$ cat src/rtl/ctrl_pkg.sv
// Shared types and encodings for the multicycle control unit: FSM states,
// instruction classes, opcode constants and datapath select encodings.
package ctrl_pkg;

  typedef enum logic [2:0] {
    ST_FETCH  = 3'd0,
    ST_DECODE = 3'd1,
    ST_EXEC   = 3'd2,
    ST_MEM    = 3'd3,
    ST_WB     = 3'd4,
    ST_TRAP   = 3'd5
  } state_e;

  // CLS_ILLEGAL is the zero encoding so a reset class register reads as "nothing decoded".
  typedef enum logic [3:0] {
    CLS_ILLEGAL = 4'd0,
    CLS_R       = 4'd1,
    CLS_LOAD    = 4'd2,
    CLS_IMM     = 4'd3,
    CLS_STORE   = 4'd4,
    CLS_BRANCH  = 4'd5,
    CLS_JAL     = 4'd6,
    CLS_LUI     = 4'd7,
    CLS_AUIPC   = 4'd8
  } class_e;

  localparam logic [6:0] OP_R      = 7'b0110011;
  localparam logic [6:0] OP_LOAD   = 7'b0000011;
  localparam logic [6:0] OP_IMM    = 7'b0010011;
  localparam logic [6:0] OP_STORE  = 7'b0100011;
  localparam logic [6:0] OP_BRANCH = 7'b1100011;
  localparam logic [6:0] OP_JAL    = 7'b1101111;
  localparam logic [6:0] OP_LUI    = 7'b0110111;
  localparam logic [6:0] OP_AUIPC  = 7'b0010111;

  localparam logic [1:0] ALU_ADD    = 2'b00;
  localparam logic [1:0] ALU_BRANCH = 2'b01;
  localparam logic [1:0] ALU_FUNCT  = 2'b10;

  localparam logic [1:0] WB_ALU = 2'b00;
  localparam logic [1:0] WB_MEM = 2'b01;
  localparam logic [1:0] WB_PC4 = 2'b10;

  localparam logic [1:0] SRC_A_PC   = 2'b00;
  localparam logic [1:0] SRC_A_RS1  = 2'b01;
  localparam logic [1:0] SRC_A_ZERO = 2'b10;

  localparam logic [1:0] SRC_B_RS2  = 2'b00;
  localparam logic [1:0] SRC_B_FOUR = 2'b01;
  localparam logic [1:0] SRC_B_IMM  = 2'b10;

  function automatic logic is_mem_class(input class_e c);
    return (c == CLS_LOAD) || (c == CLS_STORE);
  endfunction

endpackage

$ cat src/rtl/opcode_classifier.sv
// Pure combinational mapping from the 7-bit major opcode to an instruction class.
module opcode_classifier
  import ctrl_pkg::*;
(
  input  logic [6:0] opcode,
  output logic [3:0] op_class
);

  always_comb begin
    op_class = CLS_ILLEGAL;
    case (opcode)
      OP_R:      op_class = CLS_R;
      OP_LOAD:   op_class = CLS_LOAD;
      OP_IMM:    op_class = CLS_IMM;
      OP_STORE:  op_class = CLS_STORE;
      OP_BRANCH: op_class = CLS_BRANCH;
      OP_JAL:    op_class = CLS_JAL;
      OP_LUI:    op_class = CLS_LUI;
      OP_AUIPC:  op_class = CLS_AUIPC;
      default:   op_class = CLS_ILLEGAL;
    endcase
  end

endmodule

$ cat src/rtl/multicycle_controller.sv
// Multicycle RV-style control FSM: FETCH/DECODE/EXEC/MEM/WB with an absorbing
// TRAP state for illegal opcodes and memory timeouts, plus a retire counter.
module multicycle_controller
  import ctrl_pkg::*;
#(
  parameter int MEM_TIMEOUT = 15,
  parameter int RETIRE_W    = 32
) (
  input  logic                clk,
  input  logic                rst_n,
  input  logic [6:0]          opcode,
  input  logic                mem_ready,
  input  logic                branch_taken,
  output logic                mem_req,
  output logic                mem_we,
  output logic                ir_write,
  output logic                pc_write,
  output logic                reg_write,
  output logic [1:0]          alu_src_a,
  output logic [1:0]          alu_src_b,
  output logic [1:0]          wb_sel,
  output logic [1:0]          alu_op,
  output logic                illegal,
  output logic                timeout_err,
  output logic                retire,
  output logic [RETIRE_W-1:0] retire_count,
  output logic [2:0]          dbg_state
);

  localparam bit              TIMEOUT_EN = (MEM_TIMEOUT > 0);
  localparam int              WAIT_W     = (MEM_TIMEOUT > 0) ? $clog2(MEM_TIMEOUT + 1) : 1;
  localparam logic [WAIT_W-1:0] WAIT_LIMIT = WAIT_W'(MEM_TIMEOUT);

  state_e              state_q, state_d;
  class_e              cls_q, cls_d;
  logic [WAIT_W-1:0]   wait_q, wait_d;
  logic                illegal_q, illegal_d;
  logic                timeout_q, timeout_d;
  logic [RETIRE_W-1:0] count_q, count_d;

  logic [3:0] cls_raw;
  class_e     cls_dec;
  logic       wait_expired;
  logic       mem_state;

  opcode_classifier u_classifier (
    .opcode   (opcode),
    .op_class (cls_raw)
  );

  assign cls_dec = class_e'(cls_raw);

  // Handshake: mem_req stays high from the first FETCH/MEM cycle until a cycle
  // with mem_ready=1; that cycle completes the access and the FSM moves on.
  // mem_ready in the cycle the wait count hits the limit still completes it.
  assign mem_state    = (state_q == ST_FETCH) || (state_q == ST_MEM);
  assign wait_expired = TIMEOUT_EN && mem_state && !mem_ready && (wait_q == WAIT_LIMIT);

  always_comb begin
    state_d   = state_q;
    cls_d     = cls_q;
    illegal_d = illegal_q;
    timeout_d = timeout_q;
    case (state_q)
      ST_FETCH: begin
        if (mem_ready) begin
          state_d = ST_DECODE;
        end else if (wait_expired) begin
          state_d   = ST_TRAP;
          timeout_d = 1'b1;
        end
      end
      ST_DECODE: begin
        cls_d = cls_dec;
        if (cls_dec == CLS_ILLEGAL) begin
          state_d   = ST_TRAP;
          illegal_d = 1'b1;
        end else begin
          state_d = ST_EXEC;
        end
      end
      ST_EXEC: begin
        if (cls_q == CLS_BRANCH)      state_d = ST_FETCH;
        else if (is_mem_class(cls_q)) state_d = ST_MEM;
        else                          state_d = ST_WB;
      end
      ST_MEM: begin
        if (mem_ready) begin
          state_d = (cls_q == CLS_STORE) ? ST_FETCH : ST_WB;
        end else if (wait_expired) begin
          state_d   = ST_TRAP;
          timeout_d = 1'b1;
        end
      end
      ST_WB:   state_d = ST_FETCH;
      ST_TRAP: state_d = ST_TRAP;
      default: state_d = ST_TRAP;
    endcase
  end

  // The wait count restarts whenever the FSM enters a new state, so it only
  // accumulates across consecutive stalled FETCH or MEM cycles.
  always_comb begin
    wait_d = wait_q;
    if (state_d != state_q) begin
      wait_d = '0;
    end else if (mem_state && !mem_ready && (wait_q != '1)) begin
      wait_d = wait_q + 1'b1;
    end
  end

  always_comb begin
    count_d = count_q;
    if (retire) count_d = count_q + 1'b1;
  end

  always_comb begin
    mem_req   = 1'b0;
    mem_we    = 1'b0;
    ir_write  = 1'b0;
    pc_write  = 1'b0;
    reg_write = 1'b0;
    retire    = 1'b0;
    alu_src_a = SRC_A_PC;
    alu_src_b = SRC_B_RS2;
    alu_op    = ALU_ADD;
    wb_sel    = WB_ALU;
    case (state_q)
      ST_FETCH: begin
        mem_req   = 1'b1;
        ir_write  = mem_ready;
        pc_write  = mem_ready;
        alu_src_a = SRC_A_PC;
        alu_src_b = SRC_B_FOUR;
      end
      ST_EXEC: begin
        case (cls_q)
          CLS_R: begin
            alu_src_a = SRC_A_RS1;
            alu_src_b = SRC_B_RS2;
            alu_op    = ALU_FUNCT;
          end
          CLS_IMM: begin
            alu_src_a = SRC_A_RS1;
            alu_src_b = SRC_B_IMM;
            alu_op    = ALU_FUNCT;
          end
          CLS_LOAD, CLS_STORE: begin
            alu_src_a = SRC_A_RS1;
            alu_src_b = SRC_B_IMM;
          end
          CLS_BRANCH: begin
            alu_src_a = SRC_A_RS1;
            alu_src_b = SRC_B_RS2;
            alu_op    = ALU_BRANCH;
            pc_write  = branch_taken;
            retire    = 1'b1;
          end
          CLS_JAL: begin
            alu_src_a = SRC_A_PC;
            alu_src_b = SRC_B_IMM;
            pc_write  = 1'b1;
          end
          CLS_LUI: begin
            alu_src_a = SRC_A_ZERO;
            alu_src_b = SRC_B_IMM;
          end
          CLS_AUIPC: begin
            alu_src_a = SRC_A_PC;
            alu_src_b = SRC_B_IMM;
          end
          default: ;
        endcase
      end
      ST_MEM: begin
        mem_req = 1'b1;
        mem_we  = (cls_q == CLS_STORE);
        retire  = (cls_q == CLS_STORE) && mem_ready;
      end
      ST_WB: begin
        reg_write = 1'b1;
        retire    = 1'b1;
        if (cls_q == CLS_LOAD)     wb_sel = WB_MEM;
        else if (cls_q == CLS_JAL) wb_sel = WB_PC4;
      end
      default: ;
    endcase
    // Reset has already forced FETCH; gating here drops the request at once.
    if (!rst_n) begin
      mem_req  = 1'b0;
      ir_write = 1'b0;
      pc_write = 1'b0;
      retire   = 1'b0;
    end
  end

  always_ff @(posedge clk or negedge rst_n) begin
    if (!rst_n) begin
      state_q   <= ST_FETCH;
      cls_q     <= CLS_ILLEGAL;
      wait_q    <= '0;
      illegal_q <= 1'b0;
      timeout_q <= 1'b0;
      count_q   <= '0;
    end else begin
      state_q   <= state_d;
      cls_q     <= cls_d;
      wait_q    <= wait_d;
      illegal_q <= illegal_d;
      timeout_q <= timeout_d;
      count_q   <= count_d;
    end
  end

  assign illegal      = illegal_q;
  assign timeout_err  = timeout_q;
  assign retire_count = count_q;
  assign dbg_state    = state_q;

endmodule
$ cat config.mk
export PLATFORM = sky130hd
export DESIGN_NAME = multicycle_controller
export DESIGN_NICKNAME = d
export VERILOG_FILES = /design/src/rtl/ctrl_pkg.sv /design/src/rtl/opcode_classifier.sv /design/src/rtl/multicycle_controller.sv
export SDC_FILE = /design/constraint.sdc
export NUM_CORES = 1
export LEC_CHECK = 0
export CAP_MARGIN = 20
export CORE_MARGIN = 1.5
export CORE_UTILIZATION = 53
export CTS_CLUSTER_DIAMETER = 60
export DETAILED_ROUTE_END_ITERATION = 10
export PLACE_DENSITY = 0.81
export SLEW_MARGIN = 20
export SYNTH_ARGS = -nofsm -noshare
export SYNTH_HDL_FRONTEND = slang
export SYNTH_SLANG_ARGS = --single-unit
$ cat constraint.sdc
create_clock -name clk -period 3.2 [get_ports clk]
set_clock_uncertainty 0.15 [all_clocks]
set_input_delay 0.48 -clock clk [delete_from_list [all_inputs] [get_ports clk]]
set_output_delay 0.48 -clock clk [all_outputs]
set_load 0.005 [all_outputs]
==> results.toml, run 1 <==
[status]
outcome = "finished, final reports clean"

[clocking]
cts.sinks = 45
h-tree-depth = 2
clkLatencyLatePin_ns = 0.30
cts_tree = "done"
cts_root_buf = "clkbuf_8"
path_clk_slew_ns = 0.08
post_cts_buffers = 0
cts_made_buffers = 5
clock_path_buffers = 2

[timing]
final.min_clock_period_ns = 3.02
period_share_pct = 94.5
grt_setup_unrepaired = "false"
tns_ns = 0
hold_viol = 0
tightest_slew_ns = 0.624
maxSlewViolCount = 0
fmax_ghz = 0.331
setup_viol = 0
max-slew-margin-rel_pct = 58.1

[worst_setup_path]
cp_slowest_cell = "clkdlybuf4s50_1"
cp-end-kind = "output port"
worst-setup-path-type = "flop to output port"
critPathArrivalTime_ns = 2.39
crit_path_start_kind = "flop"
crit_path_max_fanout = 11
cp_slowest_stage_delay_ns = 0.54
crit_chain = "nor4b_2, and4_2, o21a_1, clkdlybuf4s50_1"
required_ns = 2.57

[drt]
ant_nets = 0
drt-wirelength-per-cell_microns = 15.3
drt_iter0_markers = 68
drc_errors = 0
vias = 2227
wl_microns = 6000
dr.pass1.iters = 4
avgViaCountPerCell = 5.70

[power]
clkPwrFrac_pct = 42.0
power_uw = 1070
power.internal_uw = 844
comb_power_share_pct = 4.8
switching_share_pct = 21.1
irDropWorstVdd_v = 0.000347
total_leakage_power_uw = 0.00143
p_switching_uw = 225
p_seq_share_pct = 53.2
power_density_nw_per_um2 = 320

[placed_design]
gp_congestion = 0.891
place_area_sq_um = 3210
port_buffers = 61
dp.cells = 382
dp_hpwl_microns = 4500

[global_route]
antenna_found_initial = 0
grt_first_pass_wirelength_microns = 9830
grt_pass1_vias = 2119
grt_start_max_net_pins = 20
grt.total_usage_pct = 23.9
grt_overflow_total = 0

[synth]
synth_nets = 284
synth_seq_cells = 45
netlist-cell-type-count = 51
seq_area_frac_synth_pct = 44.6
avgSynthCellArea_sq_um = 9.32
async_flop_share_pct = 100
synth_warnings = 0
ys.flop_type = "dfrtp_1"
synth-edff-count = 0
synth.cell_area_sq_um = 2530
synthCells = 271

[cells_and_area]
post_route_cells_drive_above_1_share_pct = 7.67
syn2layout_area_growth_pct = 32.2
post-route-util_pct = 74.6
nNetsFinal = 351
n_antenna_cell = 0
fin_cells = 391
final_area_sq_um = 3340

[die]
rows = 24
pin_count = 62
coreArea_sq_um = 4470
initial_core_util_pct = 56.5
fp.dieW_microns = 72.0
die_y_microns = 72.0
fp.dieArea_sq_um = 5190

[flow_run]
max_cap_violations = 0

[hold_path]
hp-class = "flop to flop"
==> cells in the final DEF (no fill, tap or decap), types with 3 or more instances in the layout <==
| master | count |
|---|---|
| nor2b_1 | 7 |
| clkdlybuf4s50_1 | 60 |
| dfrtp_1 | 45 |
| xor2_1 | 15 |
| xnor2_1 | 21 |
| a21oi_1 | 10 |
| nor4_1 | 5 |
| clkbuf_8 | 6 |
| buf_4 | 6 |
| nand2b_1 | 3 |
| nor2_1 | 32 |
| nor3_1 | 8 |
| nand3_1 | 9 |
| nand2_1 | 27 |
| inv_1 | 15 |
| nand4_1 | 12 |
| o21ai_0 | 8 |
| and3_1 | 3 |
==> registers in the layout (all words and copies together) (netlist names) <==
signal / flops
timeout_err: 1
retire_count: 32
illegal: 1
cls_q: 4
dbg_state: 3
wait_q: 4
==> metrics by stage <==
| stage | worst slack (ns) | hold slack, ns |
|---|---|---|
| global placement | 0.479 | 0.185 |
| global route | 0.0415 | 0.341 |
| floorplan | 1.03 | 0.0344 |
| finish | 0.177 | 0.323 |
| detailed placement | 0.437 | 0.187 |
| CTS | 0.101 | 0.325 |
==> synth_stat cells (all sizes together) (2+ instances only) <==
cell,count,share of area (%)
xnor2,21,7.3
o221ai,2,0.69
a21oi,10,2.0
or4,2,0.59
xor2,15,5.2
nand4,12,3.0
nor3,8,1.6
nand2,27,4.0
inv,15,2.2
nand3,9,1.8
nor2,32,4.8
or3,2,0.50
clkbuf,3,0.45
o21ai,10,2.0
and2,2,0.50
nor4b,3,1.3
buf,5,0.94
dfrtp,45,45
ha,2,0.99
mux2,2,0.89
nor4,6,2.1
o22ai,2,0.50
a2bb2oi,2,0.69
and3,3,0.74
nand2b,3,0.74
and4,2,0.74
nor2b,7,1.7
==> critical path, delay by kind of cell (launching register included) <==
kind                   cells  cell delay (ns)
DFF                        1             0.50
and+or+nand+nor            2             0.78
buffers and inverters      1             0.54
AOI/OAI and AO/OA          1             0.27
==> power by group through the flow <==
| stage | registers, uW | logic, uW | clock network [uW] |
|---|---|---|---|
| detailed placement | 580 | 49.6 | 0 |
| finish | 569 | 50.9 | 449 |
| CTS | 569 | 51.2 | 449 |
| global route | 569 | 57.0 | 475 |
| global placement | 580 | 48.2 | 0 |
| floorplan | 580 | 14.5 | 0 |
==> area by class of cell <==
| type | count | area [sq um] |
|---|---|---|
| flip-flops and latches | 45 | 1130 |
| clock buffers | 6 | 82.6 |
| clock inverters | 2 | 37.5 |
| multi-input cells | 203 | 1310 |
| well taps | 52 | 65.1 |
| inverters | 15 | 56.3 |
| fillers | 341 | 1130 |
| repair buffers | 68 | 661 |
==> path summary, 6_finish.rpt <==
check                                             start                            to  slack [ns]  cells past startpoint
worst max-delay path               cls_q[1]$_DFFE_PN0P_                        retire        0.18                      4
worst min-delay path            timeout_err$_DFFE_PN0P_       timeout_err$_DFFE_PN0P_        0.32                      1
worst max register to register     cls_q[1]$_DFFE_PN0P_  retire_count[31]$_DFFE_PN0P_        0.78                      5
worst min register to register  timeout_err$_DFFE_PN0P_       timeout_err$_DFFE_PN0P_        0.32                      1
max in group asynchronous                         rst_n  retire_count[18]$_DFFE_PN0P_        2.00                      3
min in group asynchronous                         rst_n   retire_count[2]$_DFFE_PN0P_        0.40                      2
==> repair_timing <==
item | in CTS | in global routing
endpoints found under the setup margin | 0 | 1
hold endpoints to repair | 4 | 0
gates resized for setup | 0 | 1
hold buffers | 1 | 0
==> kinds of logic (layout without fill, tap and decap cells) <==
kind of cell | Yosys count | in the layout | share of synthesized area (%)
buf+inv | 23 | 91 | 3.62
compound gates | 39 | 39 | 11.3
fa+ha+maj | 2 | 2 | 0.990
flops | 45 | 45 | 44.6
simple gates | 123 | 123 | 25.8
mux | 3 | 3 | 1.29
xor+xnor | 36 | 36 | 12.5
==> per-layer routing <==
metal	vias up	global-route usage (%)	share of wire, %
li1	1080	-	-
met1	1078	30.9	45
met2	58	41.3	50
met3	11	3.61	3.5
met4	0	8.18	2.1
met5	-	0	0
Note: power is estimated with default switching activity, not from simulation.
==> run 2, diff against run 1 <==
--- a/config.mk
+++ b/config.mk
@@ -10,6 +10,7 @@
 export CORE_UTILIZATION = 53
 export CTS_CLUSTER_DIAMETER = 60
 export DETAILED_ROUTE_END_ITERATION = 10
+export HOLD_SLACK_MARGIN = 0.05
 export PLACE_DENSITY = 0.81
 export SLEW_MARGIN = 20
 export SYNTH_ARGS = -nofsm -noshare
==> results of run 2 <==
No change in the layout: final DEF, timing and power equal those of run 1.
